<file path="config.mk">
export PLATFORM = sky130hd
export DESIGN_NAME = pong_rally_ctrl
export DESIGN_NICKNAME = d
export VERILOG_FILES = /design/src/rtl/pong_rally_ctrl.sv
export SDC_FILE = /design/constraint.sdc
export NUM_CORES = 1
export LEC_CHECK = 0
export CAP_MARGIN = 10
export CORE_UTILIZATION = 30
export DETAILED_ROUTE_END_ITERATION = 10
export SYNTH_ARGS = -nofsm -noshare
export SYNTH_HDL_FRONTEND = slang
export SYNTH_SLANG_ARGS = --single-unit
</file>
<file path="constraint.sdc">
create_clock -name clk -period 2.87 [get_ports clk]
set_input_delay 0.574 -clock clk [delete_from_list [all_inputs] [get_ports clk]]
set_output_delay 0.574 -clock clk [all_outputs]
set_load 0.02 [all_outputs]
</file>
<file path="src/rtl/pong_rally_ctrl.sv">
// Pong game-flow controller: serve delay, live play, point award, game over.
// Issues ball load/step strobes and detects paddle misses.
module pong_rally_ctrl #(
  parameter int DISPLAY_WIDTH  = 256,
  parameter int DISPLAY_HEIGHT = 240,
  parameter int BALL_SIZE      = 4,
  parameter int PADDLE_HEIGHT  = 32,
  parameter int SERVE_FRAMES   = 60,
  parameter int SCORE_FRAMES   = 90,
  parameter int WIN_SCORE      = 9
) (
  input  logic       clk,
  input  logic       reset_n,
  input  logic       frame_tick,
  input  logic       start,
  input  logic [8:0] ball_hpos,
  input  logic [8:0] ball_vpos,
  input  logic [8:0] lpaddle_vpos,
  input  logic [8:0] rpaddle_vpos,
  output logic       ball_load,
  output logic       ball_step,
  output logic       serve_dir,
  output logic [3:0] score_l,
  output logic [3:0] score_r,
  output logic       game_over,
  output logic       winner,
  output logic [2:0] state
);

  typedef enum logic [2:0] {
    IDLE   = 3'd0,
    SERVE  = 3'd1,
    PLAY   = 3'd2,
    SCORED = 3'd3,
    OVER   = 3'd4
  } st_t;

  localparam int CMAX =
    (SERVE_FRAMES > SCORE_FRAMES) ? SERVE_FRAMES : SCORE_FRAMES;
  localparam int CW = (CMAX > 1) ? $clog2(CMAX) : 1;

  localparam logic [CW-1:0] SERVE_LD = CW'(SERVE_FRAMES - 1);
  localparam logic [CW-1:0] SCORE_LD = CW'(SCORE_FRAMES - 1);
  localparam logic [9:0] BS10 = 10'(BALL_SIZE);
  // A paddle taller than the playfield behaves like a full-height wall.
  localparam logic [9:0] PH10 = 10'((PADDLE_HEIGHT < DISPLAY_HEIGHT) ?
                                    PADDLE_HEIGHT : DISPLAY_HEIGHT);
  localparam logic [8:0] RIGHT_X = 9'(DISPLAY_WIDTH - BALL_SIZE);
  localparam logic [3:0] WIN = 4'(WIN_SCORE);

  st_t           st;
  logic [CW-1:0] cnt;

  logic [9:0] bv, lp, rp;
  logic       l_ovl, r_ovl, l_miss, r_miss;

  // Widened to 10 bits so paddle/ball extents near 511 do not wrap.
  assign bv = {1'b0, ball_vpos};
  assign lp = {1'b0, lpaddle_vpos};
  assign rp = {1'b0, rpaddle_vpos};

  assign l_ovl  = (bv + BS10 > lp) && (bv < lp + PH10);
  assign r_ovl  = (bv + BS10 > rp) && (bv < rp + PH10);
  assign l_miss = (ball_hpos == 9'd0) && !l_ovl;
  assign r_miss = (ball_hpos >= RIGHT_X) && !r_ovl;

  assign state = st;

  always_ff @(posedge clk or negedge reset_n) begin
    if (!reset_n) begin
      st        <= IDLE;
      cnt       <= '0;
      ball_load <= 1'b0;
      ball_step <= 1'b0;
      serve_dir <= 1'b1;
      score_l   <= 4'd0;
      score_r   <= 4'd0;
      game_over <= 1'b0;
      winner    <= 1'b0;
    end else begin
      ball_load <= 1'b0;
      ball_step <= 1'b0;
      if (frame_tick) begin
        unique case (st)
          IDLE, OVER: begin
            if (start) begin
              score_l   <= 4'd0;
              score_r   <= 4'd0;
              serve_dir <= 1'b1;
              ball_load <= 1'b1;
              game_over <= 1'b0;
              cnt       <= SERVE_LD;
              st        <= SERVE;
            end
          end
          SERVE: begin
            if (cnt == '0) st <= PLAY;
            else cnt <= cnt - 1'b1;
          end
          PLAY: begin
            if (l_miss) begin
              if (score_r < WIN) score_r <= score_r + 4'd1;
              serve_dir <= 1'b0;
              cnt       <= SCORE_LD;
              st        <= SCORED;
            end else if (r_miss) begin
              if (score_l < WIN) score_l <= score_l + 4'd1;
              serve_dir <= 1'b1;
              cnt       <= SCORE_LD;
              st        <= SCORED;
            end else begin
              ball_step <= 1'b1;
            end
          end
          SCORED: begin
            if (cnt != '0) begin
              cnt <= cnt - 1'b1;
            end else if (score_l == WIN || score_r == WIN) begin
              game_over <= 1'b1;
              winner    <= (score_r == WIN);
              st        <= OVER;
            end else begin
              ball_load <= 1'b1;
              cnt       <= SERVE_LD;
              st        <= SERVE;
            end
          end
          default: st <= IDLE;
        endcase
      end
    end
  end

endmodule

</file>
# Word level (Yosys, flattened, before mapping)
# Cells that the tools add are included.
# word_totals
elab_cells	102
ff_bits	23
inputBits	40
# classes
n_addsub	6
bitwise	1
reduce_logical	22
muxes	39
n_eq_ne	18
n_lt_le_gt_ge	7
# ops
operator	n
$mux 7	6
$pmux 7 s4	1
$mux 4	6
$add 9x6->10 const B	2
$gt 10x9->1	2
$lt 9x10->1	2
$ne 2x2->1 const B	10
$mux 3	6
$pmux 4 s2	2
$reduce_and 5->1	3
$mux 1	14
$pmux 3 s4	1
$reduce_and 6->1	2
$add 9x3->10 const B	1
$ge 9x8->1 const B	1
$logic_not 9->1	1
$add 4x1->4 const B	2
$eq 4x4->1 const B	2
$lt 4x4->1 const B	2
$reduce_and 4->1	2
$logic_not 7->1	1
$reduce_bool 7->1	1
$sub 7x1->7 const B	1
$eq 3x2->1 const B	2
12 further kinds	20

# Longest topological paths before layout
# logic_depth
depth_word	9
ltp_mapped	12
ltp_nobuf	11

# Worst setup path after synthesis
# No wires, ideal clock.
# synth_path
path_type	input-to-reg
from	input port ball_vpos[2]
to	register cnt[5]
path_stages	11
setup_slack_ns	0.057
arrival_time_ns	2.692
path_buffers	0
t_required_ns	2.749
setup_ns	0.121
cell_sequence	ha_1 -> nand3_1 -> xnor2_1 -> ha_1 -> o21a_1 -> o21ai_0 -> a31oi_1 -> o311ai_4 -> a21oi_4 -> a221o_1 -> a22o_1
# synth_via
elab_chain_len	7
elab_cells_between_ends	15
# synth_rtl
item	line	text
from (decl)	17	input logic [8:0] ball_vpos,
$add 9x3->10	62, 63	
$gt 10x9->1 (on tied branches)	62, 63	
$logic_and 1x1->1 (on tied branches)	62, 63	
$logic_not 1->1 (on tied branches)	64, 65	
$logic_and 1x1->1 (on tied branches)	64, 65	
$ne 3x3->1 (no source line) or $mux 7 (tied branches)	-	
$reduce_and 6->1 (no source line) or $pmux 7 s4 (tied branches)	-	
to (signal assigned)	98	else cnt <= cnt - 1'b1;
to (signal assigned)	117	cnt <= cnt - 1'b1;
to (decl)	52	logic [CW-1:0] cnt;
# Several ways; a longest one is shown, not always the timed one.
# A chain may end at the register's enable or synchronous reset.

# Worst setup path after layout
# layout_path
from	input port ball_vpos[5]
to	register score_r[0]
# layout_via
elab_chain_len	7
elab_cells_between_ends	8
# layout_rtl
item	line	text
$add 9x3->10	62	assign l_ovl = (bv + BS10 > lp) && (bv < lp + PH10);
$gt 10x9->1	62	
$logic_and 1x1->1 (*)	62	
$logic_not 1->1 (*)	64	assign l_miss = (ball_hpos == 9'd0) && !l_ovl;
$logic_and 1x1->1 (*)	64	
$ne 2x2->1 (no source line) (*)	-	
$reduce_and 5->1 (no source line) (*)	-	
to (signal assigned)	102	if (score_r < WIN) score_r <= score_r + 4'd1;
to (decl)	24	output logic [3:0] score_r,
# Mark *: on every way between the ends. The rest lies on a longest branch, timed or not.

==> metrics.md <==
| Metric | Value |
|---|---|
| Max_slew headroom | `0.517` |
| Die Height | `~90 um` |
| Slew @ Worst Pin | `roughly 0.72 ns` |
| Setup crit end kind | `flip-flop` |
| Number of global-route vias before repair | `2429` |
| WL met3 | `212 um` |
| Util after Layout | `0.478` |
| Drt pass-1 iters | `4` |
| Worst Skew | `about 0.0081 ns` |
| Final Hold Fails | `0` |
| Leakage | `1.69 nW` |
| Post-Route WL | `around 6700 um` |
| Final Max Tran Viols | `0` |
| Synth warn | `0` |
| Crit start category | `input pin` |
| Final period util | `0.988` |
| Drt wl/cell | `13.9 um` |
| GPL Wtd Cong | `0.793` |
| Row cnt | `32` |
| Area post-placement | `0.00333 mm2` |
| I/O pin cnt | `56` |
| FF-to-FF setup slack | `0.28 ns` |
| Final setup violation count | `0` |
| Ys async rst share | `1.00` |
| Hold WS | `0.493 ns` |
| Mean Syn Cell Area | `8.54 um2` |
| ANT cells | `0` |
| Antenna viol nets, final | `0` |
| Clock buffer count from CTS | `3` |
| Initial Util | `0.313` |
| Post-synth cell types | `58` |
| Via count | `2452` |
| Crit path kind | `in -> reg` |
| Initial DRC Count | `82` |
| Skew-Pair Late Insertion Delay | `0.27 ns` |
| CP Data Required Time | `a little over 3 ns` |
| Antenna violations before repair | `0` |
| Status | `finished, final reports clean` |
| H-tree depth | `1` |
| Sink Count | `23` |
| Number of fill cells | `793` |
| Peak supply drop | `approximately 150 uV` |
| Pwr Density | `285 mW/mm2` |
| Overall Global Routing Usage | `0.158` |
| CP Data Arrival Time | `3.00 ns` |
| Post-Syn Area | `roughly 0.0024 mm2` |
| Fin crit period | `2.84 ns` |
| DIE AREA | `roughly 0.0085 mm2` |
| First-pass GRT wire length | `10900 um` |
| Ys flop type | `dfrtp_1` |
| Area delta synth->final | `52.6%` |
| M1 wire length | `2980 um` |
| Syn nets | `around 370` |
| Via density | `between 5 and 6` |
| Register clock-pin slew on the reported worst setup and hold paths | `0.09 ns` |
| Final Power | `1.06 mW` |
| Max FO, Critical Path | `7` |
| Max Buffers Root-to-Sink | `2` |
| DR top layer | `met4` |
| Nets@finish | `between 400 and 500` |
| Core area | `0.00777 mm2` |
| CTS tree | `done` |
| Dpl hpwl | `between 5000 and 6000 um` |
| Clock root buffer master | `clkbuf_8` |
| Min-Delay Path Class | `reg -> reg` |
| Seq cells post-synth | `23` |
| GRT Residual Overflow | `0` |
| DRC Markers | `0` |
| EDFF count, synth | `0` |
| Largest net degree at the start of global routing | `24` |
| Routed wl met2 | `~3500 um` |
| IO Port Bufs | `55` |
| Sequential share of the synthesized area | `0.237` |
| Cts hold-fix bufs | `0` |
| Layout cells sized above 1 | `0.236` |
| Unrepaired setup endpoints after global routing | `true` |
| Die width | `92.1 um` |
| Number of max-cap violations | `0` |
| Post-route cell area | `~0.0037 mm2` |
| FMAX | `about 350 MHz` |
| Syn Inst Count | `285` |
## synthesized netlist by cell type (3+ instances only)
library cell,number,area (um2)
nand4_1,4,25.0
and3_1,5,31.3
xnor2_1,8,70.1
nor2_1,10,37.5
a211oi_1,6,45.0
o21bai_1,3,22.5
dfrtp_1,22,551
a21o_1,3,22.5
inv_1,34,128
nor3_1,8,40.0
o21ai_0,13,65.1
a21oi_1,13,65.1
ha_1,42,526
mux2i_1,4,40.0
nor2b_1,3,18.8
nand3_1,26,130
a221oi_1,3,26.3
nand2_1,22,82.6
nand3b_1,5,37.5
a31oi_1,4,25.0
## worst max-delay path, cell delays in order
cell and delay (ns):
dlygate4sd2_1 0.25, and3_4 0.23, nand3_4 0.10, xnor2_4 0.17
ha_4 0.17, a211o_1 0.24, a21oi_2 0.17, a31oi_4 0.11
o311ai_4 0.28, a21oi_4 0.16, or2_1 0.26, mux2_2 0.26
## placed cells by master, fill, tap and decap left out, types with 3 or more instances in the layout
master / n
nor3_1: 5
a211oi_2: 3
clkdlybuf4s50_1: 43
nor2_1: 10
a221oi_2: 3
nand4_1: 4
a21oi_2: 3
nor2b_1: 3
buf_4: 33
dfrtp_1: 22
xnor2_1: 4
nor3_2: 3
nand3_1: 22
dlymetal6s2s_1: 7
a21o_1: 3
clkbuf_8: 3
inv_1: 34
a31oi_1: 3
and3_1: 4
a21oi_1: 11
a211oi_1: 3
mux2i_1: 4
buf_6: 9
nand3b_1: 5
ha_1: 39
o21ai_0: 11
nand2_1: 22
## what timing repair did
item	in CTS	in global routing
resized for setup	31	34
buffers inserted	7	4
setup endpoints to repair	18	18
pin swaps	14	14
## state kept, by name, summed over array words and instances (netlist names)
signal / cells
ball_load: 1
game_over: 1
score_r: 4
winner: 1
state: 3
serve_dir: 1
score_l: 4
ball_step: 1
cnt: 7
## per-stage QoR
stage | worst slack, ns | instances | setup TNS (ns)
2_1_floorplan | 0.0568 | 285 | 0
3_3_place_gp | -0.624 | 469 | -9.32
3_5_place_dp | -0.644 | 469 | -9.48
4_1_cts | 0.00434 | 480 | 0
5_1_grt | -0.0468 | 484 | -0.172
6_report | 0.0343 | 484 | 0
## layout make-up
type	instances	area (um2)	share of cell area
repair buffers	97	905	0.244
well taps	102	128	0.0344
flip-flops and latches	23	577	0.155
clock buffers	3	41.3	0.0111
multi-input cells	224	1930	0.520
inverters	34	128	0.0344
clock inverters	1	5.00	0.00135
## routing by layer
metal  global-route usage  vias up
li1                     -     1247
met1                0.193     1143
met2                0.296       55
met3               0.0166        7
met4               0.0326        0
met5                    0        -
## cell families (layout without fill, tap and decap cells)
kind of cell / Yosys count / in the layout / synth area share
and+or+nand+nor: 97 / 97 / 0.216
buffers and inverters: 38 / 135 / 0.0596
adders and majority gates: 42 / 42 / 0.216
AOI/OAI and AO/OA: 70 / 70 / 0.213
muxes: 6 / 6 / 0.0257
xor gates and xnor gates: 9 / 9 / 0.0324
DFF: 23 / 23 / 0.237
## power breakdown
part / internal [mW] / leakage (nW) / total (mW) / switching [mW]
clock: 0.0971 / 0.0255 / 0.205 / 0.108
combinational: 0.244 / 1.37 / 0.476 / 0.232
sequential: 0.350 / 0.294 / 0.377 / 0.0270
## path summary, 6_finish.rpt
path	startpoint	endpoint	depth (start not counted)
worst max-delay path	ball_vpos[5]	score_r[0]	12
worst min-delay path	game_over	game_over	2
worst max register to register	cnt[0]	cnt[5]	8
worst min register to register	game_over	game_over	2
max in group asynchronous	reset_n	serve_dir	2
min in group asynchronous	reset_n	cnt[5]	2
Note: power is estimated with default switching activity, not from simulation.
